==> src/rtl/pulse_param_pkg.sv <==
`default_nettype none
// ============================================================================
// Module   : pulse_param_pkg
// Desc     : Shared constants for the pulse parameter link: framing bytes,
//            payload field offsets, power-on parameter defaults and the
//            frame FSM state encoding.
// Revision : 1.0 - initial release
// ============================================================================
package pulse_param_pkg;

  localparam logic [7:0] SYNC_BYTE     = 8'hA5;
  localparam int         PAYLOAD_BYTES = 18;

  // Byte offsets of each field inside the payload (fields are MSB-first)
  localparam int OFF_PER      = 0;
  localparam int OFF_P1WID    = 4;
  localparam int OFF_DEL      = 6;
  localparam int OFF_P2WID    = 8;
  localparam int OFF_NUT_W    = 10;
  localparam int OFF_NUT_D    = 11;
  localparam int OFF_CP       = 13;
  localparam int OFF_P_BL     = 14;
  localparam int OFF_P_BL_OFF = 15;
  localparam int OFF_BL       = 17;

  // Power-on parameter set, shared with the pulse sequencer
  localparam logic [31:0] DEF_PER      = 32'd65536;
  localparam logic [15:0] DEF_P1WID    = 16'd30;
  localparam logic [15:0] DEF_DEL      = 16'd200;
  localparam logic [15:0] DEF_P2WID    = 16'd30;
  localparam logic [7:0]  DEF_NUT_W    = 8'd50;
  localparam logic [15:0] DEF_NUT_D    = 16'd300;
  localparam logic [7:0]  DEF_CP       = 8'd3;
  localparam logic [7:0]  DEF_P_BL     = 8'd50;
  localparam logic [15:0] DEF_P_BL_OFF = 16'd100;
  localparam logic        DEF_BL       = 1'b1;

  // The bl byte is the last payload byte and only its bit 0 is kept, so the
  // byte-wide staging store covers the payload minus that final byte.
  localparam int STAGE_BYTES = PAYLOAD_BYTES - 1;

  localparam logic [7:0] DEF_STAGE [STAGE_BYTES] = '{
    DEF_PER[31:24], DEF_PER[23:16], DEF_PER[15:8], DEF_PER[7:0],
    DEF_P1WID[15:8], DEF_P1WID[7:0],
    DEF_DEL[15:8], DEF_DEL[7:0],
    DEF_P2WID[15:8], DEF_P2WID[7:0],
    DEF_NUT_W,
    DEF_NUT_D[15:8], DEF_NUT_D[7:0],
    DEF_CP,
    DEF_P_BL,
    DEF_P_BL_OFF[15:8], DEF_P_BL_OFF[7:0]
  };

  typedef enum logic [1:0] {
    ST_HUNT    = 2'd0,
    ST_PAYLOAD = 2'd1,
    ST_CHECK   = 2'd2,
    ST_COMMIT  = 2'd3
  } frame_state_t;

endpackage
`default_nettype wire

==> src/rtl/uart_rx_byte.sv <==
`default_nettype none
// ============================================================================
// Module   : uart_rx_byte
// Desc     : 8N1 UART byte receiver. Synchronises the serial line, detects the
//            start edge, rejects short start glitches, samples bits at their
//            centres and reports a good byte or a stop-bit framing error.
// Revision : 1.0 - initial release
// ============================================================================
module uart_rx_byte #(
  parameter int CLKS_PER_BIT = 434
) (
  input  logic       clk,
  input  logic       reset,
  input  logic       uart_rx,
  output logic       byte_valid,
  output logic [7:0] byte_data,
  output logic       frame_err
);

  localparam int            CW        = $clog2(CLKS_PER_BIT);
  localparam logic [CW-1:0] HALF_LAST = CW'(CLKS_PER_BIT / 2 - 1);
  localparam logic [CW-1:0] BIT_LAST  = CW'(CLKS_PER_BIT - 1);

  typedef enum logic [1:0] {
    RX_IDLE  = 2'd0,
    RX_START = 2'd1,
    RX_DATA  = 2'd2,
    RX_STOP  = 2'd3
  } rx_state_t;

  rx_state_t     r_state;
  rx_state_t     w_next;
  logic          r_sync1;
  logic          r_sync2;
  logic          r_sync_d;
  logic [CW-1:0] r_cnt;
  logic [2:0]    r_bit;
  logic [7:0]    r_shift;
  logic          w_line;
  logic          w_fall;
  logic          w_half;
  logic          w_full;

  assign w_line    = r_sync2;
  assign w_fall    = r_sync_d & ~r_sync2;
  assign w_half    = (r_cnt == HALF_LAST);
  assign w_full    = (r_cnt == BIT_LAST);
  assign byte_data = r_shift;

  // Two-flop synchroniser plus one delayed copy for falling-edge detection
  always_ff @(posedge clk) begin
    if (reset) begin
      r_sync1  <= 1'b1;
      r_sync2  <= 1'b1;
      r_sync_d <= 1'b1;
    end else begin
      r_sync1  <= uart_rx;
      r_sync2  <= r_sync1;
      r_sync_d <= r_sync2;
    end
  end

  // Receiver state register
  always_ff @(posedge clk) begin
    if (reset) r_state <= RX_IDLE;
    else       r_state <= w_next;
  end

  // Next-state: a start that is high again at mid-bit is treated as a glitch
  always_comb begin
    w_next = r_state;
    case (r_state)
      RX_IDLE:  if (w_fall) w_next = RX_START;
      RX_START: if (w_half) w_next = w_line ? RX_IDLE : RX_DATA;
      RX_DATA:  if (w_full && (r_bit == 3'd7)) w_next = RX_STOP;
      RX_STOP:  if (w_full) w_next = RX_IDLE;
      default:  w_next = RX_IDLE;
    endcase
  end

  // Bit timer, LSB-first shift register and registered result strobes
  always_ff @(posedge clk) begin
    if (reset) begin
      r_cnt      <= '0;
      r_bit      <= '0;
      r_shift    <= '0;
      byte_valid <= 1'b0;
      frame_err  <= 1'b0;
    end else begin
      byte_valid <= 1'b0;
      frame_err  <= 1'b0;
      case (r_state)
        RX_IDLE: r_cnt <= '0;
        RX_START: begin
          r_cnt <= w_half ? '0 : r_cnt + 1'b1;
          r_bit <= '0;
        end
        RX_DATA: begin
          if (w_full) begin
            r_cnt   <= '0;
            r_shift <= {w_line, r_shift[7:1]};
            r_bit   <= r_bit + 3'd1;
          end else begin
            r_cnt <= r_cnt + 1'b1;
          end
        end
        RX_STOP: begin
          if (w_full) begin
            r_cnt      <= '0;
            byte_valid <= w_line;
            frame_err  <= ~w_line;
          end else begin
            r_cnt <= r_cnt + 1'b1;
          end
        end
        default: r_cnt <= '0;
      endcase
    end
  end

endmodule
`default_nettype wire

==> src/rtl/pulse_param_rx.sv <==
`default_nettype none
// ============================================================================
// Module   : pulse_param_rx
// Desc     : Serial parameter receiver. Collects a framed, checksummed
//            parameter packet from the UART and commits the whole parameter
//            set at once with a single-cycle rx_done strobe.
// Revision : 1.0 - initial release
// ============================================================================
module pulse_param_rx
  import pulse_param_pkg::*;
#(
  parameter int CLKS_PER_BIT = 434,
  parameter int TIMEOUT_CLKS = 5_000_000
) (
  input  logic        clk,
  input  logic        reset,
  input  logic        uart_rx,
  output logic [31:0] per,
  output logic [15:0] p1wid,
  output logic [15:0] del,
  output logic [15:0] p2wid,
  output logic [7:0]  nut_w,
  output logic [15:0] nut_d,
  output logic [7:0]  cp,
  output logic [7:0]  p_bl,
  output logic [15:0] p_bl_off,
  output logic        bl,
  output logic        rx_done,
  output logic        frame_err,
  output logic        chk_err,
  output logic        busy
);

  localparam int TW = $clog2(TIMEOUT_CLKS + 1);

  logic         byte_valid;
  logic [7:0]   byte_data;
  logic         byte_err;

  frame_state_t r_state;
  frame_state_t w_next;
  logic [4:0]   r_index;
  logic [7:0]   r_sum;
  logic [7:0]   r_stage [STAGE_BYTES];
  logic         r_stage_bl;
  logic [TW-1:0] r_to_cnt;
  logic         r_chk_pend;
  logic         w_timeout;
  logic         w_last;
  logic         w_start;
  logic         w_store;
  logic         w_commit;
  logic         w_chk_fail;

  uart_rx_byte #(
    .CLKS_PER_BIT (CLKS_PER_BIT)
  ) u_rx (
    .clk        (clk),
    .reset      (reset),
    .uart_rx    (uart_rx),
    .byte_valid (byte_valid),
    .byte_data  (byte_data),
    .frame_err  (byte_err)
  );

  assign frame_err = byte_err;
  assign busy      = (r_state != ST_HUNT);
  assign w_timeout = (r_to_cnt == TW'(TIMEOUT_CLKS));
  assign w_last    = (r_index == 5'(PAYLOAD_BYTES - 1));

  // Frame state register
  always_ff @(posedge clk) begin
    if (reset) r_state <= ST_HUNT;
    else       r_state <= w_next;
  end

  // Frame sequencing; a received byte wins over a timeout in the same cycle
  always_comb begin
    w_next     = r_state;
    w_start    = 1'b0;
    w_store    = 1'b0;
    w_commit   = 1'b0;
    w_chk_fail = 1'b0;
    case (r_state)
      ST_HUNT: begin
        if (byte_valid && (byte_data == SYNC_BYTE)) begin
          w_start = 1'b1;
          w_next  = ST_PAYLOAD;
        end
      end
      ST_PAYLOAD: begin
        if (byte_err) begin
          w_next = ST_HUNT;
        end else if (byte_valid) begin
          w_store = 1'b1;
          if (w_last) w_next = ST_CHECK;
        end else if (w_timeout) begin
          w_next = ST_HUNT;
        end
      end
      ST_CHECK: begin
        if (byte_err) begin
          w_next = ST_HUNT;
        end else if (byte_valid) begin
          if (byte_data == r_sum) begin
            w_next = ST_COMMIT;
          end else begin
            w_chk_fail = 1'b1;
            w_next     = ST_HUNT;
          end
        end else if (w_timeout) begin
          w_next = ST_HUNT;
        end
      end
      ST_COMMIT: begin
        w_commit = 1'b1;
        w_next   = ST_HUNT;
      end
      default: w_next = ST_HUNT;
    endcase
  end

  // Staging store, byte index and running checksum; the last byte carries bl
  always_ff @(posedge clk) begin
    if (reset) begin
      r_stage    <= DEF_STAGE;
      r_stage_bl <= DEF_BL;
      r_index    <= '0;
      r_sum      <= '0;
    end else if (w_start) begin
      r_index <= '0;
      r_sum   <= '0;
    end else if (w_store) begin
      if (w_last) r_stage_bl       <= byte_data[0];
      else        r_stage[r_index] <= byte_data;
      r_index <= r_index + 5'd1;
      r_sum   <= r_sum + byte_data;
    end
  end

  // Inter-byte idle counter, only running while a frame is in progress
  always_ff @(posedge clk) begin
    if (reset || byte_valid ||
        !((r_state == ST_PAYLOAD) || (r_state == ST_CHECK))) begin
      r_to_cnt <= '0;
    end else if (!w_timeout) begin
      r_to_cnt <= r_to_cnt + 1'b1;
    end
  end

  // Parameter outputs: loaded from staging only when a frame commits
  always_ff @(posedge clk) begin
    if (reset) begin
      per      <= DEF_PER;
      p1wid    <= DEF_P1WID;
      del      <= DEF_DEL;
      p2wid    <= DEF_P2WID;
      nut_w    <= DEF_NUT_W;
      nut_d    <= DEF_NUT_D;
      cp       <= DEF_CP;
      p_bl     <= DEF_P_BL;
      p_bl_off <= DEF_P_BL_OFF;
      bl       <= DEF_BL;
    end else if (w_commit) begin
      per      <= {r_stage[OFF_PER], r_stage[OFF_PER+1],
                   r_stage[OFF_PER+2], r_stage[OFF_PER+3]};
      p1wid    <= {r_stage[OFF_P1WID], r_stage[OFF_P1WID+1]};
      del      <= {r_stage[OFF_DEL], r_stage[OFF_DEL+1]};
      p2wid    <= {r_stage[OFF_P2WID], r_stage[OFF_P2WID+1]};
      nut_w    <= r_stage[OFF_NUT_W];
      nut_d    <= {r_stage[OFF_NUT_D], r_stage[OFF_NUT_D+1]};
      cp       <= r_stage[OFF_CP];
      p_bl     <= r_stage[OFF_P_BL];
      p_bl_off <= {r_stage[OFF_P_BL_OFF], r_stage[OFF_P_BL_OFF+1]};
      bl       <= r_stage_bl;
    end
  end

  // Strobes; chk_err is delayed one cycle so it lines up with where rx_done would be
  always_ff @(posedge clk) begin
    if (reset) begin
      rx_done    <= 1'b0;
      r_chk_pend <= 1'b0;
      chk_err    <= 1'b0;
    end else begin
      rx_done    <= w_commit;
      r_chk_pend <= w_chk_fail;
      chk_err    <= r_chk_pend;
    end
  end

endmodule
`default_nettype wire

==> config.mk <==
export PLATFORM = sky130hd
export DESIGN_NAME = pulse_param_rx
export DESIGN_NICKNAME = d
export VERILOG_FILES = /design/src/rtl/pulse_param_pkg.sv /design/src/rtl/uart_rx_byte.sv /design/src/rtl/pulse_param_rx.sv
export SDC_FILE = /design/constraint.sdc
export NUM_CORES = 1
export LEC_CHECK = 0
export CAP_MARGIN = 20
export CORE_UTILIZATION = 55
export CTS_BUF_LIST = sky130_fd_sc_hd__clkbuf_2 sky130_fd_sc_hd__clkbuf_4 sky130_fd_sc_hd__clkbuf_8
export DETAILED_ROUTE_END_ITERATION = 12
export PLACE_DENSITY = 0.79
export SLEW_MARGIN = 0
export SYNTH_ARGS = -nofsm -noshare
export SYNTH_HDL_FRONTEND = slang
export SYNTH_SLANG_ARGS = --single-unit
==> constraint.sdc <==
create_clock -name clk -period 2.6 [get_ports clk]
set_clock_uncertainty 0.2 [all_clocks]
set_input_delay 0.39 -clock clk [delete_from_list [all_inputs] [get_ports clk]]
set_output_delay 0.39 -clock clk [all_outputs]
set_load 0.01 [all_outputs]
# Yosys cells after proc, flatten, opt, wreduce, memory -nomap -nowiden
# Cells that the tools add are included.
dict set report classes {
  add_sub_neg 5
  order_cmp 2
  eq_ne 20
  n_mux 30
  bitwise 9
  n_reduce_logical 21
}
# cell count
set ops {}
lappend ops {{136-bit bitwise mux} 1}
lappend ops {{8-bit demux with 5-bit select} 1}
lappend ops {{9-bit one-hot mux with 3 select lines} 1}
lappend ops {{2-bit 2-to-1 mux} 13}
lappend ops {{23-bit by 1-bit adder with 23-bit output, second input constant} 1}
lappend ops {{23-bit == test, second input constant} 1}
lappend ops {{9-bit 2-to-1 mux} 2}
lappend ops {{2-bit one-hot mux with 4 select lines} 2}
lappend ops {{2-bit by 1-bit inequality test with 1-bit output, second input constant} 5}
lappend ops {{9-bit by 1-bit adder with 9-bit output, second input constant} 1}
lappend ops {{9-bit by 8-bit == test with 1-bit output, second input constant} 1}
lappend ops {{9-bit == test, second input constant} 1}
lappend ops {{8-bit adder} 1}
lappend ops {{2-bit == test, second input constant} 4}
lappend ops {{8-bit == test} 1}
lappend ops {{8-bit == test, second input constant} 1}
lappend ops {{8-bit 2-to-1 mux} 1}
lappend ops {{1-bit 2-to-1 mux} 7}
lappend ops {{1-bit inverter} 7}
lappend ops {{6-bit greater-or-equal comparator, second input constant} 1}
lappend ops {{6-bit by 1-bit less-than comparator with 1-bit output, second input constant} 1}
lappend ops {{5-bit inverter with 6-bit output} 1}
lappend ops {{3-bit one-hot mux with 2 select lines} 1}
lappend ops {{2-bit AND reduction} 3}
lappend ops {{other kinds (19)} 28}
dict set report word_totals {
  regBits 342
  in_bits 3
  output_inout_bits 141
  word_cells 131
}

# Depth between registers and ports, before layout
dict set report logic_depth {
  ltp_word 6
  mapped_depth 9
}

# Hierarchy
# A second synthesis with hierarchy kept.
dict set report unflattened {
  cells_unflattened 1380
  area_unflattened_um2 13218.9
}
# mod instances cells_per_inst area_each_um2 seq_area_each_um2
set modules_own_cells {}
lappend modules_own_cells {pulse_param_rx 1 1260 12009.0 6306.0}
lappend modules_own_cells {uart_rx_byte 1 120 1209.9 540.5}

# Least setup slack after synthesis
# Ideal clock, no wire load.
dict set report synth_path {
  path_type {register to register}
  from {reg r_state[1]}
  to {reg r_stage[100] (netlist bit)}
  setup_time_ps 128
  arrival_ps 1710
  required_ps 2272
  path_slack_ps 562
  stages_incl_launch_ff 9
  n_path_buf 2
  period_less_slack_ps 2038
  cell_sequence {dfxtp_1 inv_1 ha_1 and3b_1 buf_6 buf_4 nand3_2 mux2i_1 nor2_1}
}
dict set report synth_between {
  elab_chain_cells 4
  word_cells_on_any_way 6
  cone_classes {1 x eq/ne; 2 x mux; 1 x bitwise; 2 x reduce/logical}
}
# element line
set synth_lines {}
lappend synth_lines {{from (decl)} pulse_param_rx.sv:40} ;# frame_state_t r_state;
lappend synth_lines {{from (signal assigned)} pulse_param_rx.sv:74} ;# else r_state <= w_next;
lappend synth_lines {{2-bit logical NOT} pulse_param_rx.sv:84} ;# case (r_state)
lappend synth_lines {{1-bit 2-to-1 mux} pulse_param_rx.sv:84}
lappend synth_lines {{1-bit inverter (no source line)} -}
lappend synth_lines {{3-bit AND reduction (no source line) (*)} -}
lappend synth_lines {{to (signal, indexed assignment)} pulse_param_rx.sv:135} ;# else r_stage[r_index] <= byte_data;
lappend synth_lines {{to (decl)} pulse_param_rx.sv:44} ;# logic [7:0] r_stage [STAGE_BYTES];
# Mark *: on every way between the ends. The rest lies on a longest branch, timed or not.
# A chain may end at the register's enable or synchronous reset.

# Worst setup path in the final report
dict set report layout_path {
  from {reg r_state[1]}
  to {out busy}
}
dict set report layout_between {
  elab_chain_cells 1
}
# element line
set layout_lines {}
lappend layout_lines {{2-bit nonzero test} pulse_param_rx.sv:67} ;# assign busy = (r_state != ST_HUNT);
lappend layout_lines {{to (decl)} pulse_param_rx.sv:31} ;# output logic busy
# No other way between the ends.

==> impl_metrics.toml <==
[cells_and_area]
fin_nets = 1498
fillers = 1777
layout_common_cells = "dfxtp_1 (340), nor2_1 (294), mux2i_1 (265)"
mostFrequentLayoutCell = "dfxtp_1"
final_layout_size_suffix_gt1_share_pct = 10.6
insertedDiodeCount = 0
area_delta_synth_final_pct = 22.9
seqCellArea_um2 = 6850
postLayoutCoreUtil_pct = 69.5
multi_input_area_um2 = 6030

[floorplan]
fp-row-count = 56
ios = 144
die-area_um2 = 24900
die_x_um = 158
fp.dieH_um = 158
start_util_pct = 56.5
core_um2 = 23600

[pwr]
power.internal_uw = 8440
power_frac_clock_pct = 48.2
p_per_area_nw_per_um2 = 651
leakage_uw = 0.00655
p_sw_uw = 2230
vdd_ir_drop_max_mv = 0.459
seqPwrFrac_pct = 49.4
comb_power_share_pct = 2.3
swShare_pct = 20.9

[timing]
fmax_mhz = 398
hold_viol_final = 0
setup_violations = 0
rsz0062_at_grt = "false"
drv_slew = 0
slew_headroom_pct = 52.0
worst_slew_pin_slew_ns = 0.716
fin_setup_tns_ns = 0
finalCriticalPeriod_ns = 2.51
period_share_pct = 96.5

[global_routing]
grt_usage_pct = 24.0
antenna_found_initial = 0
grt_start_max_net_pins = 88
met1_usage_pct = 32.1
grtUsageMet2_pct = 39.3
grt_overflow = 0
grtUsageMet3_pct = 4.63
grt.busiest_layer = "met2"
grt_pass1_vias = 9398
grt_pass1_wl_um = 47900

[logic_synthesis]
syn_area_um2 = 13300
yosysTopAreaCell = "dfxtp_1"
yosys-top-cells-area = "dfxtp_1 (51%), mux2i_1 (20%), nor2_1 (8.3%), ha_1 (2.2%), nand2_1 (1.9%)"
yosysUniqueCellTypes = 58
ys_seq_area_share_pct = 51.3
async_reset_ff_share_pct = 0
synth_cells = 1325
syn_avg_cell_area_um2 = 10.1
synth-warning-count = 0
syn_nets = 1352
synth_ff_type = "dfxtp_1"
synth.top_cell.area_share_pct = 51.3
synth-edff-count = 0
ys_ff_latch = 342

[clocking]
cts_tree = "done"
path_clk_slew_ns = 0.07
clock-sinks = 342
clk_path_buf_depth = 3
insertion_delay_ns = 0.58
cts_made_buffers = 53
h-tree-depth = 2
postCtsSetupBuffers = 0
clock-root-buffer = "clkbuf_8"

[worst_setup_path]
path_class = "reg -> out"
critPathMaxStageDelay_ns = 0.54
crit_path_end_kind = "output pin"
reg2reg_setup_slack_ns = 0.35
timing.rr.start = "r_state[1]$_SDFFE_PP0P_"
arrival_ns = 1.92
crit_cells = 4
crit_top_cell = "inv_1"
r2r_end = "r_stage[92]$_SDFFE_PP1P_"
worst-path-buf-inv = 3
worstPathRequired_ns = 2.01
cpMaxStageDelayCell = "clkdlybuf4s50_1"
crit_fanout = 5
crit_chain = "inv_1 -> ha_2 -> inv_1 -> clkdlybuf4s50_1"
r2r_cells = 8
cp-start-kind = "register"
crit_family = "buffers and inverters"

[route]
dr.pass1.iters = 5
num_vias = 9763
ant_nets = 0
drt-total-wl_um = 29300
routedWlPerCell_um = 16.0
routed_via_density = 5.33
drtIter0Drc = 610
drc = 0

[run_status]
status = "complete, no violations"

[placement]
numPortBuffers = 143
hpwlAfterDp_um = 18800
gp_congestion = 0.885

[flow_run]
maxCapViolCount = 0

[min_path]
hold_path_depth = 2
hold_end = "u_rx.r_sync1$_SDFF_PP1_"
hold_class = "in -> reg"
hp-start = "uart_rx"
==> sequential cells by signal (all words and copies together), names as in the netlist, 9 cells and up, named ones only <==
name / cells
u_rx.r_cnt: 9
p_bl_off: 16
del: 16
p1wid: 16
p2wid: 16
r_stage: 136
per: 32
r_to_cnt: 23
nut_d: 16
==> layout make-up <==
class | count | share of cell area [%]
sequential | 342 | 41.8
multi-input combinational | 879 | 36.8
timing repair buffer | 178 | 10.8
clock buffer | 86 | 6.80
tap | 319 | 2.43
clock inverter | 10 | 0.999
inverter | 17 | 0.389
==> cells in the mapped netlist (3+ instances only) <==
cell	number
or3_1	5
nand2_1	67
nand4_4	10
nand4_1	12
nor4bb_1	4
and3_1	7
xor2_1	14
nor4b_1	3
o21ai_0	11
o211ai_1	7
ha_1	23
a41o_1	3
a211oi_1	3
nor2_1	294
buf_6	3
xnor2_1	16
nand2b_1	4
clkbuf_1	50
o21bai_1	3
nor4_1	6
buf_2	17
nand3_1	20
and4_1	4
a21oi_1	32
buf_4	8
mux2i_1	265
nor3_1	30
nand3_2	3
buf_1	8
nor2b_1	3
dfxtp_1	342
inv_1	16
==> worst max path at each step <==
stage,start,end,slack (ns)
after floorplan,r_state[1]$_SDFFE_PP0P_,r_stage[100]$_SDFFE_PP0P_,0.56
after global placement,r_state[1]$_SDFFE_PP0P_,r_stage[91]$_SDFFE_PP1P_,0.47
after detailed placement,r_state[0]$_SDFFE_PP0P_,r_stage[76]$_SDFFE_PP0P_,0.39
after CTS,r_state[0]$_SDFFE_PP0P_,busy,0.04
after global routing,r_state[1]$_SDFFE_PP0P_,busy,0.02
final,r_state[1]$_SDFFE_PP0P_,busy,0.09
==> timing repair <==
| action | 4_1_cts | 5_1_grt |
|---|---|---|
| hold buffers | 1 | 0 |
| gates resized for setup | 3 | 1 |
| cloned | 0 | 0 |
| endpoints found under the hold margin | 8 | 0 |
| endpoints found under the setup margin | 1 | 1 |
==> kinds of logic after synthesis <==
logic type	synth area share (%)
AOI/OAI and AO/OA	3.23
xor gates and xnor gates	1.97
adders and majority gates	2.31
buffers and inverters	3.60
DFF	51.3
muxes	20.0
and+or+nand+nor	17.6
==> layer usage <==
metal | routed length, µm | vias to the layer above
met5 | 0 | -
met4 | 582 | 0
met3 | 1480 | 54
met2 | 13600 | 252
met1 | 13600 | 4662
li1 | - | 4795
==> power by group through the flow <==
stage	Sequential [µW]	Combinational, µW	Clock, µW
floorplan	5380	172	0
global placement	5380	239	0
detailed placement	5390	243	0
CTS	5270	248	5240
global route	5270	276	5490
finish	5270	250	5150
==> per-stage QoR <==
step	worst slack [ns]	hold WS, ns	area, µm²	total power, µW	cells
final	0.0904	0.204	16400	10700	1831
after global routing	0.0215	0.203	16400	11000	1831
after CTS	0.0364	0.184	16400	10800	1831
after detailed placement	0.385	0.214	15100	5630	1734
after global placement	0.467	0.213	15100	5620	1734
after floorplan	0.562	0.189	13300	5550	1325
No activity file was read; power rests on OpenSTA's default activity.
